===== src/rtl/fifo_push_arbiter.sv =====
// rtl/fifo_push_arbiter.sv - round-robin burst arbiter for the fifo push port (optional FIFO_ARB_PRIO_EN)
module fifo_push_arbiter #(
  parameter int XLEN      = 32,
  parameter int NUM_REQ   = 4,
  parameter int MAX_BURST = 4
) (
  input  logic                    clk_i,
  input  logic                    rst_i,
  input  logic [NUM_REQ-1:0]      req_valid_i,
  input  logic [NUM_REQ-1:0]      req_last_i,
  input  logic [NUM_REQ*XLEN-1:0] req_data_i,
  output logic [NUM_REQ-1:0]      req_ready_o,
  input  logic                    fifo_full_i,
  output logic                    fifo_push_en_o,
  output logic [XLEN-1:0]         fifo_data_o,
  output logic [NUM_REQ-1:0]      grant_o,
  output logic                    busy_o
);

  localparam int PTR_W = (NUM_REQ > 1) ? $clog2(NUM_REQ) : 1;
  localparam int CNT_W = $clog2(MAX_BURST + 1);

  typedef enum logic {S_IDLE, S_BURST} state_t;

  state_t             r_state, w_state_nxt;
  logic [NUM_REQ-1:0] r_grant, w_grant_nxt;
  logic [PTR_W-1:0]   r_rr_ptr, w_rr_ptr_nxt;
  logic [PTR_W-1:0]   r_owner, w_owner_nxt;
  logic [CNT_W-1:0]   r_beat_cnt, w_beat_cnt_nxt;
  logic [PTR_W-1:0]   w_sel;
  logic [PTR_W:0]     w_idx;
  logic               w_found;
  logic               w_accept;
  logic               w_release;
  logic [PTR_W-1:0]   w_owner_inc;

  // Pick the first valid requester at or after rr_ptr, wrapping; requester 0 may pre-empt
  always_comb begin
    w_sel   = '0;
    w_found = 1'b0;
    w_idx   = '0;
    for (int k = 0; k < NUM_REQ; k++) begin
      w_idx = {1'b0, r_rr_ptr} + (PTR_W+1)'(k);
      if (w_idx >= (PTR_W+1)'(NUM_REQ)) w_idx = w_idx - (PTR_W+1)'(NUM_REQ);
      if (!w_found && req_valid_i[w_idx[PTR_W-1:0]]) begin
        w_found = 1'b1;
        w_sel   = w_idx[PTR_W-1:0];
      end
    end
`ifdef FIFO_ARB_PRIO_EN
    if (req_valid_i[0]) begin
      w_found = 1'b1;
      w_sel   = '0;
    end
`endif
  end

  // Datapath toward the fifo: only the owner may push, and never into a full fifo
  always_comb begin
    req_ready_o    = '0;
    fifo_push_en_o = 1'b0;
    fifo_data_o    = '0;
    w_accept       = 1'b0;
    if (r_state == S_BURST && !rst_i) begin
      w_accept             = ~fifo_full_i & req_valid_i[r_owner];
      req_ready_o[r_owner] = w_accept;
      fifo_push_en_o       = w_accept;
      if (w_accept) fifo_data_o = req_data_i[int'(r_owner)*XLEN +: XLEN];
    end
  end

  assign w_owner_inc = (r_owner == PTR_W'(NUM_REQ-1)) ? '0 : r_owner + 1'b1;
  assign w_release   = !req_valid_i[r_owner] ||
                       (w_accept && (req_last_i[r_owner] || r_beat_cnt == CNT_W'(MAX_BURST-1)));

  // Next-state logic: grant in IDLE, count beats and decide release in BURST
  always_comb begin
    w_state_nxt    = r_state;
    w_grant_nxt    = r_grant;
    w_rr_ptr_nxt   = r_rr_ptr;
    w_owner_nxt    = r_owner;
    w_beat_cnt_nxt = r_beat_cnt;
    case (r_state)
      S_IDLE: begin
        if (w_found) begin
          w_state_nxt    = S_BURST;
          w_grant_nxt    = NUM_REQ'(1) << w_sel;
          w_owner_nxt    = w_sel;
          w_beat_cnt_nxt = '0;
        end
      end
      S_BURST: begin
        if (w_accept) w_beat_cnt_nxt = r_beat_cnt + 1'b1;
        if (w_release) begin
          w_state_nxt    = S_IDLE;
          w_grant_nxt    = '0;
          w_beat_cnt_nxt = '0;
          w_rr_ptr_nxt   = w_owner_inc;
`ifdef FIFO_ARB_PRIO_EN
          if (r_owner == '0) w_rr_ptr_nxt = r_rr_ptr;
`endif
        end
      end
      default: w_state_nxt = S_IDLE;
    endcase
  end

  // State register; reset aborts any burst in progress
  always_ff @(posedge clk_i or posedge rst_i) begin
    if (rst_i) begin
      r_state    <= S_IDLE;
      r_grant    <= '0;
      r_rr_ptr   <= '0;
      r_owner    <= '0;
      r_beat_cnt <= '0;
    end else begin
      r_state    <= w_state_nxt;
      r_grant    <= w_grant_nxt;
      r_rr_ptr   <= w_rr_ptr_nxt;
      r_owner    <= w_owner_nxt;
      r_beat_cnt <= w_beat_cnt_nxt;
    end
  end

  assign grant_o = r_grant;
  assign busy_o  = (r_state == S_BURST);

endmodule


===== config.mk =====
export PLATFORM = sky130hd
export DESIGN_NAME = fifo_push_arbiter
export DESIGN_NICKNAME = d
export VERILOG_FILES = /design/src/rtl/fifo_push_arbiter.sv
export SDC_FILE = /design/constraint.sdc
export NUM_CORES = 1
export LEC_CHECK = 0
export CAP_MARGIN = 20
export CORE_MARGIN = 5
export CORE_UTILIZATION = 27
export DETAILED_ROUTE_END_ITERATION = 12
export PLACE_DENSITY = 0.83
export SYNTH_ARGS = -nofsm -noshare
export SYNTH_HDL_FRONTEND = slang
export SYNTH_SLANG_ARGS = --single-unit
export TNS_END_PERCENT = 10

===== constraint.sdc =====
create_clock -name clk_i -period 1.8 [get_ports clk_i]
set_input_delay 0.36 -clock clk_i [delete_from_list [all_inputs] [get_ports clk_i]]
set_output_delay 0.36 -clock clk_i [all_outputs]
set_load 0.01 [all_outputs]

==> impl_metrics.csv <==
group,metric,value,unit
global_route,grt_pass1_wl,13.2,mm
logic_synthesis,ys_top_cells_by_area,"mux4_2 (42%), dfrtp_1 (17%), and3_1 (13%), ha_1 (4.2%), a32o_1 (2.2%)",
critical_path,cp_slowest_cell,"mux4_2",
global_route,grt_overflow,0,
global_route,track_usage,20.1,%
timing,period_share,124,%
clock_tree,cts_buffer_depth,2,
logic_synthesis,syn_inst,153,
timing,whs,460,ps
clock_tree,tritoncts,"done",
logic_synthesis,synth_flop_cell,"dfrtp_1",
logic_synthesis,synth_top_area_share,41.7,%
min_path,hold_class,"input port to async pin",
critical_path,cpLargestDelayFamily,"multiplexers",
logic_synthesis,yosysWarnings,0,
clock_tree,clk_latency,240,ps
floorplan,die_area,8320,um^2
final_layout,num-nets-final,495,
power_and_ir_drop,power.internal,2470,uW
clock_tree,cts_buffers,3,
timing,drv_slew,0,
critical_path,cp_cell_sequence,"mux4_2 -> buf_8 -> buf_6 -> and3_1 -> buf_2",
clock_tree,cts.clk_slew.worst_paths,50,ps
logic_synthesis,synth_edf_count,0,
critical_path,crit_arrival,1870,ps
power_and_ir_drop,p_per_area,981,nW/um^2
routing,totalWireLength,9.04,mm
timing,slew_headroom,66.7,%
final_layout,n_antenna_cell,0,
timing,tightest_slew,498,ps
outcome,violations,"negative setup slack",
placement,io_buffers,180,
power_and_ir_drop,p_comb_share,80.0,%
floorplan,die_w,91.2,um
routing,dr.pass1.iters,4,
floorplan,fp-row-count,29,
final_layout,final_core_util,62.1,%
routing,drt_iter0_markers,51,
routing,drc_errors,0,
power_and_ir_drop,worst_ir_drop_vdd,764,uV
logic_synthesis,synth_common_cells,"and3_1 (36), mux4_2 (33), dfrtp_1 (12), clkbuf_1 (10)",
flow_run,cap_violations,0,
critical_path,cp-end-kind,"output port",
placement,dp_slack,-738,ps
logic_synthesis,ys_seq_area_share,16.9,%
final_layout,syn2layout_area_growth,123,%
logic_synthesis,synth_most_common_cell,"and3_1",
logic_synthesis,synth_seq_cells,12,
logic_synthesis,syn_avg_cell_area,11.6,um^2
timing,finalSetupTns,-15250,ps
critical_path,slowest_delay,630,ps
final_layout,layout-drive-gt1-share,35.2,%
timing,layout_setup_ws,-433,ps
critical_path,critPathLaunchType,"flop",
critical_path,crit_required,1440,ps
routing,vias,2265,
critical_path,worstSetupPathType,"flop to output port",
placement,dp_cells,413,
critical_path,crit_path_max_fanout,8,
power_and_ir_drop,power_frac_seq,12.4,%
routing,avgRoutedWirePerCell,21.2,um
global_route,antenna_found_initial,0,
power_and_ir_drop,leakagePower,0.00173,uW
floorplan,die_h,91.2,um
critical_path,cp_num_buf_inv,3,
placement,gp_congestion,0.853,
routing,vias_per_cell,5.32,
timing,period_needed,2230,ps
timing,finClkSkew,1.34,ps
routing,detail-route-antenna-nets,0,
outcome,status,"complete, but fails checks",
timing,max_freq,448,MHz
logic_synthesis,synth_area,1780,um^2
global_route,first_global_vias,2343,
timing,rsz0062_at_grt,"yes",
logic_synthesis,yosysUniqueCellTypes,33,
critical_path,worst-path-stages,5,
final_layout,layout.cells.non_filler,426,
floorplan,start_util,27.9,%
power_and_ir_drop,clkPwrFrac,7.6,%
power_and_ir_drop,switching_share,36.5,%
power_and_ir_drop,p_sw,1420,uW
critical_path,rr_worst_depth,7,
logic_synthesis,syn-num-nets,298,
clock_tree,cts.sinks,12,
clock_tree,htree_levels,1,
logic_synthesis,yosys.area.top_type,"mux4_2",
placement,place_hpwl,7.04,mm
timing,hold_viol,0,
timing,final-setup-viol-count,46,
floorplan,num_io_pins,181,
global_route,grt_max_degree,23,
floorplan,coreArea,6390,um^2
logic_synthesis,async_reset_ff_share,100,%
clock_tree,cts_root_buf,"clkbuf_8",
[power by group through the flow]
stage / combinational [uW] / clock (uW) / sequential (uW)
floorplan: 1720 / 0 / 475
global route: 3330 / 314 / 496
CTS: 2960 / 300 / 488
detailed placement: 2820 / 0 / 486
finish: 3110 / 295 / 483
global placement: 2790 / 0 / 484
[per-layer routing]
layer	routed length (um)	track usage, %	part of all wire [%]
met1	3430	23.1	38
met5	0	0	0
met3	579	4.13	6.4
met2	4790	37.1	53
met4	243	5.87	2.7
[registers in the layout, indices dropped and copies added (netlist names)]
register    cells
r_beat_cnt      3
busy_o          1
grant_o         4
r_rr_ptr        2
r_owner         2
[per-stage QoR]
| stage | power (uW) | cell area, um^2 |
|---|---|---|
| floorplan | 2200 | 1790 |
| global placement | 3270 | 3810 |
| detailed placement | 3300 | 3810 |
| CTS | 3740 | 3820 |
| global route | 4140 | 3970 |
| finish | 3890 | 3970 |
[layout make-up]
cell class	instances	area, um^2
multi-input combinational	119	1460
inverter	6	22.5
clock buffer	4	55.1
sequential	12	303
timing repair buffer	208	2030
tap	77	96.3
fill	512	2420
[tightest hold or removal path, cell delays in order]
cell and delay, ps:
dlygate4sd2_1 270, buf_4 150, inv_1 370
[repair_timing]
| action | 4_1_cts | 5_1_grt |
|---|---|---|
| endpoints found under the hold margin | 0 | 0 |
| gates cloned | 1 | 1 |
| pin swaps | 2 | 6 |
| hold buffers | 0 | 0 |
| buffers inserted | 6 | 1 |
| endpoints found under the setup margin | 45 | 47 |
| resized for setup | 162 | 24 |
[layout by cell type, fill, tap and decap left out, drive strengths merged, types with 2 or more instances in the layout]
| cell type | instances |
|---|---|
| a21boi | 2 |
| inv | 6 |
| ha | 6 |
| dfrtp | 12 |
| clkbuf | 6 |
| nor2 | 4 |
| nand2b | 4 |
| o22ai | 3 |
| mux2 | 2 |
| and3 | 36 |
| a21o | 3 |
| dlygate4sd2 | 7 |
| nand2 | 2 |
| nor2b | 3 |
| a32o | 4 |
| mux2i | 3 |
| clkdlybuf4s50 | 137 |
| mux4 | 33 |
| buf | 61 |
| a21oi | 3 |
[final timing paths]
| check | to | start | slack, ps |
|---|---|---|---|
| setup reg to reg | r_rr_ptr[0] | r_owner[0] | -280 |
| hold reg to reg | grant_o[2] | grant_o[2] | 540 |
| max in group asynchronous | r_owner[0] | rst_i | 980 |
| hold / removal | busy_o | rst_i | 460 |
| min in group clk_i | grant_o[2] | grant_o[2] | 540 |
| setup / recovery | fifo_data_o[2] | r_owner[0] | -430 |
[logic make-up after synthesis]
kind of cell               synth area share [%]
and+or+nand+nor                            18.8
muxes                                      45.1
buffers and inverters                      5.83
AOI/OAI and AO/OA                          9.14
DFF                                        16.9
adders and majority gates                  4.22
Note: power is estimated with default switching activity, not from simulation.
